`src/rtl/uart_tx_arbiter.sv`:
```
// uart_tx_arbiter
//   Shares one uart_tx serializer among NUM_REQ byte-stream requesters.
//   Arbitration is round-robin at packet granularity: once a requester wins,
//   it keeps the grant until it sends a byte flagged req_last (or a frame
//   start times out). Each byte is captured in one cycle and presented on
//   tx_data/parity_mode, which stay stable until the serializer finishes.
//
// Ports
//   clk, reset              system clock, asynchronous active-high reset
//   req_valid/data/last     per-requester byte stream (valid held until ready)
//   req_ready               one-hot, one-cycle byte-accept pulse
//   cfg_parity              per-requester parity mode, 2 bits each
//   tx_start/data           start request and byte to uart_tx
//   parity_mode             parity mode to uart_tx
//   tx_busy                 busy flag from uart_tx
//   grant_id                current/last granted requester
//   arb_busy                high whenever the arbiter is not idle
//   err_timeout             one-cycle pulse when tx_busy never answers tx_start
module uart_tx_arbiter #(
  parameter int NUM_REQ     = 4,
  parameter int TIMEOUT_CYC = 65535,
  parameter int GAP_CYC     = 0,
  localparam int GW         = (NUM_REQ > 1) ? $clog2(NUM_REQ) : 1
) (
  input  logic                   clk,
  input  logic                   reset,
  input  logic [NUM_REQ-1:0]     req_valid,
  input  logic [8*NUM_REQ-1:0]   req_data,
  input  logic [NUM_REQ-1:0]     req_last,
  output logic [NUM_REQ-1:0]     req_ready,
  input  logic [2*NUM_REQ-1:0]   cfg_parity,
  output logic                   tx_start,
  output logic [7:0]             tx_data,
  output logic [1:0]             parity_mode,
  input  logic                   tx_busy,
  output logic [GW-1:0]          grant_id,
  output logic                   arb_busy,
  output logic                   err_timeout
);

  localparam int TCW = $clog2(TIMEOUT_CYC + 1);
  localparam int GCW = $clog2(GAP_CYC + 2);
  localparam logic [TCW-1:0] TMO_LAST = TCW'(TIMEOUT_CYC - 1);
  localparam logic [GCW-1:0] GAP_LAST = GCW'((GAP_CYC > 0) ? GAP_CYC - 1 : 0);

  typedef enum logic [2:0] {
    S_IDLE      = 3'd0,
    S_CAPTURE   = 3'd1,
    S_START     = 3'd2,
    S_WAIT_DONE = 3'd3,
    S_GAP       = 3'd4
  } state_t;

  state_t         state, state_nxt;
  logic [GW-1:0]  rr_ptr;
  logic           locked;
  logic           last_r;
  logic           seen_low;
  logic [TCW-1:0] tmo_cnt;
  logic [GCW-1:0] gap_cnt;

  logic [7:0]     data_arr [NUM_REQ];
  logic [1:0]     par_arr  [NUM_REQ];
  logic [GW-1:0]  cand;
  logic [GW-1:0]  rr_pick;
  logic           rr_hit;
  logic [GW-1:0]  grant_inc;
  logic           do_grant, do_capture, do_timeout, do_done;

  for (genvar g = 0; g < NUM_REQ; g++) begin : g_unpack
    assign data_arr[g] = req_data[8*g +: 8];
    assign par_arr[g]  = cfg_parity[2*g +: 2];
  end

  assign grant_inc = (grant_id == GW'(NUM_REQ - 1)) ? '0 : grant_id + 1'b1;

  // Round-robin pick: first valid requester at or above rr_ptr, with wrap.
  always_comb begin
    // NOTE: every variable gets a default before any branch; a path that
    // leaves one unassigned would infer a latch.
    rr_hit  = 1'b0;
    rr_pick = rr_ptr;
    cand    = rr_ptr;
    // Scanning from the far end means the nearest offset is the last writer.
    for (int k = NUM_REQ - 1; k >= 0; k--) begin
      cand = GW'((int'(rr_ptr) + k) % NUM_REQ);
      if (req_valid[cand]) begin
        rr_hit  = 1'b1;
        rr_pick = cand;
      end
    end
  end

  // Next-state and decoded outputs.
  always_comb begin
    state_nxt  = state;
    do_grant   = 1'b0;
    do_capture = 1'b0;
    do_timeout = 1'b0;
    do_done    = 1'b0;
    req_ready  = '0;
    tx_start   = 1'b0;
    arb_busy   = (state != S_IDLE);

    case (state)
      S_IDLE: begin
        if (locked) begin
          if (req_valid[grant_id]) state_nxt = S_CAPTURE;
        end else if (rr_hit) begin
          do_grant  = 1'b1;
          state_nxt = S_CAPTURE;
        end
      end
      S_CAPTURE: begin
        req_ready[grant_id] = 1'b1;
        do_capture          = 1'b1;
        state_nxt           = S_START;
      end
      S_START: begin
        tx_start = 1'b1;
        // Busy only counts as acceptance after it has been seen low, so a
        // serializer still finishing an earlier frame is not mistaken for ours.
        if (tx_busy && seen_low) begin
          state_nxt = S_WAIT_DONE;
        end else if (tmo_cnt == TMO_LAST) begin
          do_timeout = 1'b1;
          state_nxt  = S_IDLE;
        end
      end
      S_WAIT_DONE: begin
        if (!tx_busy) begin
          do_done   = 1'b1;
          state_nxt = (GAP_CYC > 0) ? S_GAP : S_IDLE;
        end
      end
      S_GAP: begin
        if (gap_cnt == GAP_LAST) state_nxt = S_IDLE;
      end
      default: state_nxt = S_IDLE;
    endcase
  end

  always_ff @(posedge clk or posedge reset) begin
    // NOTE: registers use non-blocking assignment so every flop samples the
    // pre-edge values; blocking here would create order-dependent races.
    if (reset) state <= S_IDLE;
    else       state <= state_nxt;
  end

  always_ff @(posedge clk or posedge reset) begin
    if (reset) begin
      grant_id    <= '0;
      rr_ptr      <= '0;
      locked      <= 1'b0;
      last_r      <= 1'b0;
      tx_data     <= '0;
      parity_mode <= '0;
      err_timeout <= 1'b0;
      seen_low    <= 1'b0;
      tmo_cnt     <= '0;
      gap_cnt     <= '0;
    end else begin
      err_timeout <= do_timeout;

      if (do_grant) grant_id <= rr_pick;

      // tx_data/parity_mode change only here, so they hold through the frame.
      if (do_capture) begin
        tx_data     <= data_arr[grant_id];
        parity_mode <= par_arr[grant_id];
        last_r      <= req_last[grant_id];
      end

      // Counters and the seen-low flag restart on every entry to their state.
      if (state == S_START) begin
        tmo_cnt <= tmo_cnt + 1'b1;
        if (!tx_busy) seen_low <= 1'b1;
      end else begin
        tmo_cnt  <= '0;
        seen_low <= 1'b0;
      end

      if (state == S_GAP) gap_cnt <= gap_cnt + 1'b1;
      else                gap_cnt <= '0;

      // A dropped byte releases the lock so one stuck stream cannot starve others.
      if (do_timeout) begin
        locked <= 1'b0;
        rr_ptr <= grant_inc;
      end

      if (do_done) begin
        if (last_r) begin
          locked <= 1'b0;
          rr_ptr <= grant_inc;
        end else begin
          locked <= 1'b1;
        end
      end
    end
  end

endmodule

```
`config.mk`:
```
export PLATFORM = sky130hd
export DESIGN_NAME = uart_tx_arbiter
export DESIGN_NICKNAME = d
export VERILOG_FILES = /design/src/rtl/uart_tx_arbiter.sv
export SDC_FILE = /design/constraint.sdc
export NUM_CORES = 1
export LEC_CHECK = 0
export ABC_AREA = 1
export CORE_UTILIZATION = 51
export CTS_CLUSTER_SIZE = 28
export DETAILED_ROUTE_END_ITERATION = 16
export GPL_ROUTABILITY_DRIVEN = 0
export PLACE_DENSITY = 0.86
export SETUP_SLACK_MARGIN = 0.1
export SLEW_MARGIN = 20
export SYNTH_ARGS = -nofsm -noshare
export SYNTH_HDL_FRONTEND = slang
export SYNTH_SLANG_ARGS = --single-unit
```
`constraint.sdc`:
```
create_clock -name clk -period 3.3 [get_ports clk]
set_clock_uncertainty 0.1 [all_clocks]
set_input_delay 0.495 -clock clk [delete_from_list [all_inputs] [get_ports clk]]
set_output_delay 0.495 -clock clk [all_outputs]
set_load 0.01 [all_outputs]
```
==> impl_metrics.env <==
export IMPL_result_of_the_run="finished, final reports clean"
export IMPL_crit_path_max_fanout=13
export IMPL_power_internal_mw=1.281
export IMPL_ir_drop_mv=0.3721
export IMPL_rrSetupSlack_ns=1.49
export IMPL_synth_top_cell_area_share_pct=39.02
export IMPL_post_synth_num_cell_types=28
export IMPL_cts_htree_levels=2
export IMPL_synth_largest_area_cell="dfrtp_1"
export IMPL_post_cts_resized=0
export IMPL_row_count=24
export IMPL_ys_ff_latch=36
export IMPL_max_freq_mhz=391.3
export IMPL_layout_area_overhead_vs_synth_pct=35.07
export IMPL_grt_pass1_vias=2300
export IMPL_chipWidth_um=69.28
export IMPL_cts_hold_buffers=0
export IMPL_io_pin_count=70
export IMPL_initial_core_util_pct=53.02
export IMPL_total_power_mw=2.311
export IMPL_async_reset_ff_share_pct=100.0
export IMPL_combined_global_route_utilization_of_all_metal_layers_pct=24.84
export IMPL_hp_class="flip-flop to flip-flop"
export IMPL_core_area_mm2=0.004354
export IMPL_post_route_period_util_pct=77.44
export IMPL_post_dp_hpwl_um=4033
export IMPL_synth_common_cells="nor2_1 (87), nand2_1 (49), dfrtp_1 (36)"
export IMPL_synth_area_leaders="dfrtp_1 (39%), nor2_1 (14%), nand2_1 (8.0%), o21ai_0 (6.9%), inv_1 (5.4%)"
export IMPL_finalSetupTns_ns=0
export IMPL_crit_path_cell_trace="inv_1 > nand2_1 > inv_1 > clkdlybuf4s50_1"
export IMPL_holdWs_ns=0.4153
export IMPL_highest_delay_cell_along_the_critical_path="clkdlybuf4s50_1"
export IMPL_met1Wirelength_um=2354
export IMPL_cts_buffer_depth=2
export IMPL_finalCriticalPeriod_ns=2.556
export IMPL_synthesis_nets=387
export IMPL_ys_warnings_count=0
export IMPL_leakage_nw=1.419
export IMPL_post_route_cell_area_mm2=0.003118
export IMPL_tritoncts_num_buffers=5
export IMPL_synth_area_mm2=0.002308
export IMPL_synth_area_per_cell_um2=6.995
export IMPL_cp_endpoint="tx_start"
export IMPL_total_of_endpoints_with_negative_setup_slack_in_the_final_report=0
export IMPL_power_density_mw_per_mm2=741.3
export IMPL_synth_yosys_seq_area_share_pct=39.02
export IMPL_pwr_share_comb_pct=57.3
export IMPL_met2_wirelength_um=2595
export IMPL_yosys_most_used_dff="dfrtp_1"
export IMPL_finish_net_count=457
export IMPL_cp_launch_point="state[0]$_DFFE_PP0P_"
export IMPL_detail_route_wl_per_cell_um=11.85
export IMPL_timing_critical_path_from_type="flip-flop"
export IMPL_power_switching_fraction_pct=44.60
export IMPL_clock_insertion_delay_worst_skew_ns=0.29
export IMPL_dpl_cell_area_mm2=0.003033
export IMPL_most_repeated_cell_in_the_gate_level_netlist_after_synthesis="nor2_1"
export IMPL_unrepaired_setup_endpoints_after_global_routing="no"
export IMPL_total_switching_power_mw=1.031
export IMPL_timing_max_transition_violations_final=0
export IMPL_path_class="flip-flop to output port"
export IMPL_drive_gt1_share_pct=8.978
export IMPL_max_slew_margin_rel_pct=69.86
export IMPL_synth_edff_count=0
export IMPL_routed_via_count=2330
export IMPL_grt_ovfl_total=0
export IMPL_worstReg2RegStart="state[0]$_DFFE_PP0P_"
export IMPL_rr_endpoint="rr_ptr[0]$_DFF_PP0_"
export IMPL_critical_path_top_cell_by_count="inv_1"
export IMPL_n_diodes=0
export IMPL_critical_path_max_stage_delay_ns=0.61
export IMPL_wl_met3_um=352
export IMPL_drt_pass1_iterations=4
export IMPL_cts_setup_buffers=0
export IMPL_die_area_mm2=0.004800
export IMPL_drt_wl_total_um=5367
export IMPL_clock_slew_at_reported_path_ffs_ns=0.07
export IMPL_post_drt_via_cell_ratio=5.143
export IMPL_tritoncts="yes"
export IMPL_max_cap_viol_count=0
export IMPL_ant_nets=0
export IMPL_clkPwrFrac_pct=13.3
export IMPL_report_final_hold_viol_count=0
export IMPL_grt_max_degree=37
export IMPL_syn_inst=330
export IMPL_top_layer="met4"
export IMPL_clockRootBuffer="clkbuf_8"
export IMPL_worst_setup_path_end_kind="output port"
export IMPL_drc=0
export IMPL_worst_slew_pin_slew_ns=0.4521
export IMPL_port_buffer_count=69
export IMPL_worst_ep_required_time_ns=2.70
export IMPL_seq_power_share_pct=29.4
export IMPL_cts_num_sinks=36
export IMPL_global_route_wire_length_before_repair_um=9577
export IMPL_grt_antenna_before_repair=0
export IMPL_die_height_um=69.28
export IMPL_worstRegToRegCells=9
export IMPL_detailed_route_iter0_violations=149
export IMPL_worstPathArrival_ns=1.96
routing by layer:
metal	vias to the layer above	GRT usage [%]
met4	0	7.710
met3	5	7.994
met1	1072	29.89
li1	1196	-
met5	-	0
met2	57	42.18
flip-flops by register name, indices dropped and copies added (netlist names):
register	cells
locked	1
tmo_cnt	16
seen_low	1
last_r	1
grant_id	2
tx_data	8
state	2
rr_ptr	2
parity_mode	2
err_timeout	1
layout make-up:
| type | instances | area [um2] |
|---|---|---|
| Timing Repair Buffer | 74 | 728.2 |
| Clock buffer | 7 | 76.32 |
| Clock inverter | 1 | 8.758 |
| Fill cell | 341 | 1236 |
| Multi-Input combinational cell | 245 | 1191 |
| Inverter | 38 | 147.6 |
| Tap cell | 52 | 65.06 |
| Sequential cell | 36 | 900.9 |
critical path, delay by kind of cell (launching register included):
kind | cells | cell delay, ns
buf+inv | 3 | 1.08
flops | 1 | 0.39
simple gates | 1 | 0.20
power groups by stage:
stage | sequential (mW) | combinational (mW) | clock (mW)
5_1_grt | 0.698 | 1.50 | 0.337
3_5_place_dp | 0.683 | 1.32 | 0
2_1_floorplan | 0.690 | 0.891 | 0
6_report | 0.680 | 1.32 | 0.307
4_1_cts | 0.679 | 1.33 | 0.315
3_3_place_gp | 0.679 | 1.29 | 0
cell families (layout without fill, tap and decap cells):
group,count (synthesis),count (layout),share of synthesized area [%]
flip-flops,36,36,39.02
XOR/XNOR,2,2,0.7589
adder cells (fa/ha/maj),6,6,3.252
buffers and inverters,49,120,9.376
AO/OA/AOI/OAI,60,60,14.04
AND/OR/NAND/NOR,177,177,33.55
stage by stage:
stage	worst slack, ns	instances	util (%)
after floorplan	1.494	330	-
after global placement	1.147	445	69.66
after detailed placement	1.090	445	69.66
after CTS	0.7681	453	71.61
after global routing	0.5601	453	71.61
final	0.7443	453	71.61
cell usage in the layout, fill, tap and decap left out, types with 4 or more instances in the layout:
cell,synthesis,layout
nand3_1,14,14
nor2_1,87,87
clkbuf_8,0,5
nor3_1,5,5
ha_1,6,6
dfrtp_1,36,36
buf_4,1,5
inv_1,33,33
nand2_2,12,12
o21ai_0,32,32
inv_2,4,4
a31oi_1,13,13
clkdlybuf4s50_1,0,69
nand2_1,49,49
a21oi_1,9,9
worst min path at each step:
stage / from / end / slack, ns / cells past startpoint
2_1_floorplan: tmo_cnt[10]$_DFF_PP0_ / tmo_cnt[10]$_DFF_PP0_ / 0.36 / 1
3_3_place_gp: tmo_cnt[10]$_DFF_PP0_ / tmo_cnt[10]$_DFF_PP0_ / 0.38 / 1
3_5_place_dp: tmo_cnt[11]$_DFF_PP0_ / tmo_cnt[11]$_DFF_PP0_ / 0.40 / 2
4_1_cts: tmo_cnt[10]$_DFF_PP0_ / tmo_cnt[10]$_DFF_PP0_ / 0.42 / 1
5_1_grt: tmo_cnt[11]$_DFF_PP0_ / tmo_cnt[11]$_DFF_PP0_ / 0.45 / 2
6_report: tmo_cnt[10]$_DFF_PP0_ / tmo_cnt[10]$_DFF_PP0_ / 0.42 / 1
No activity file was read; power rests on OpenSTA's default activity.
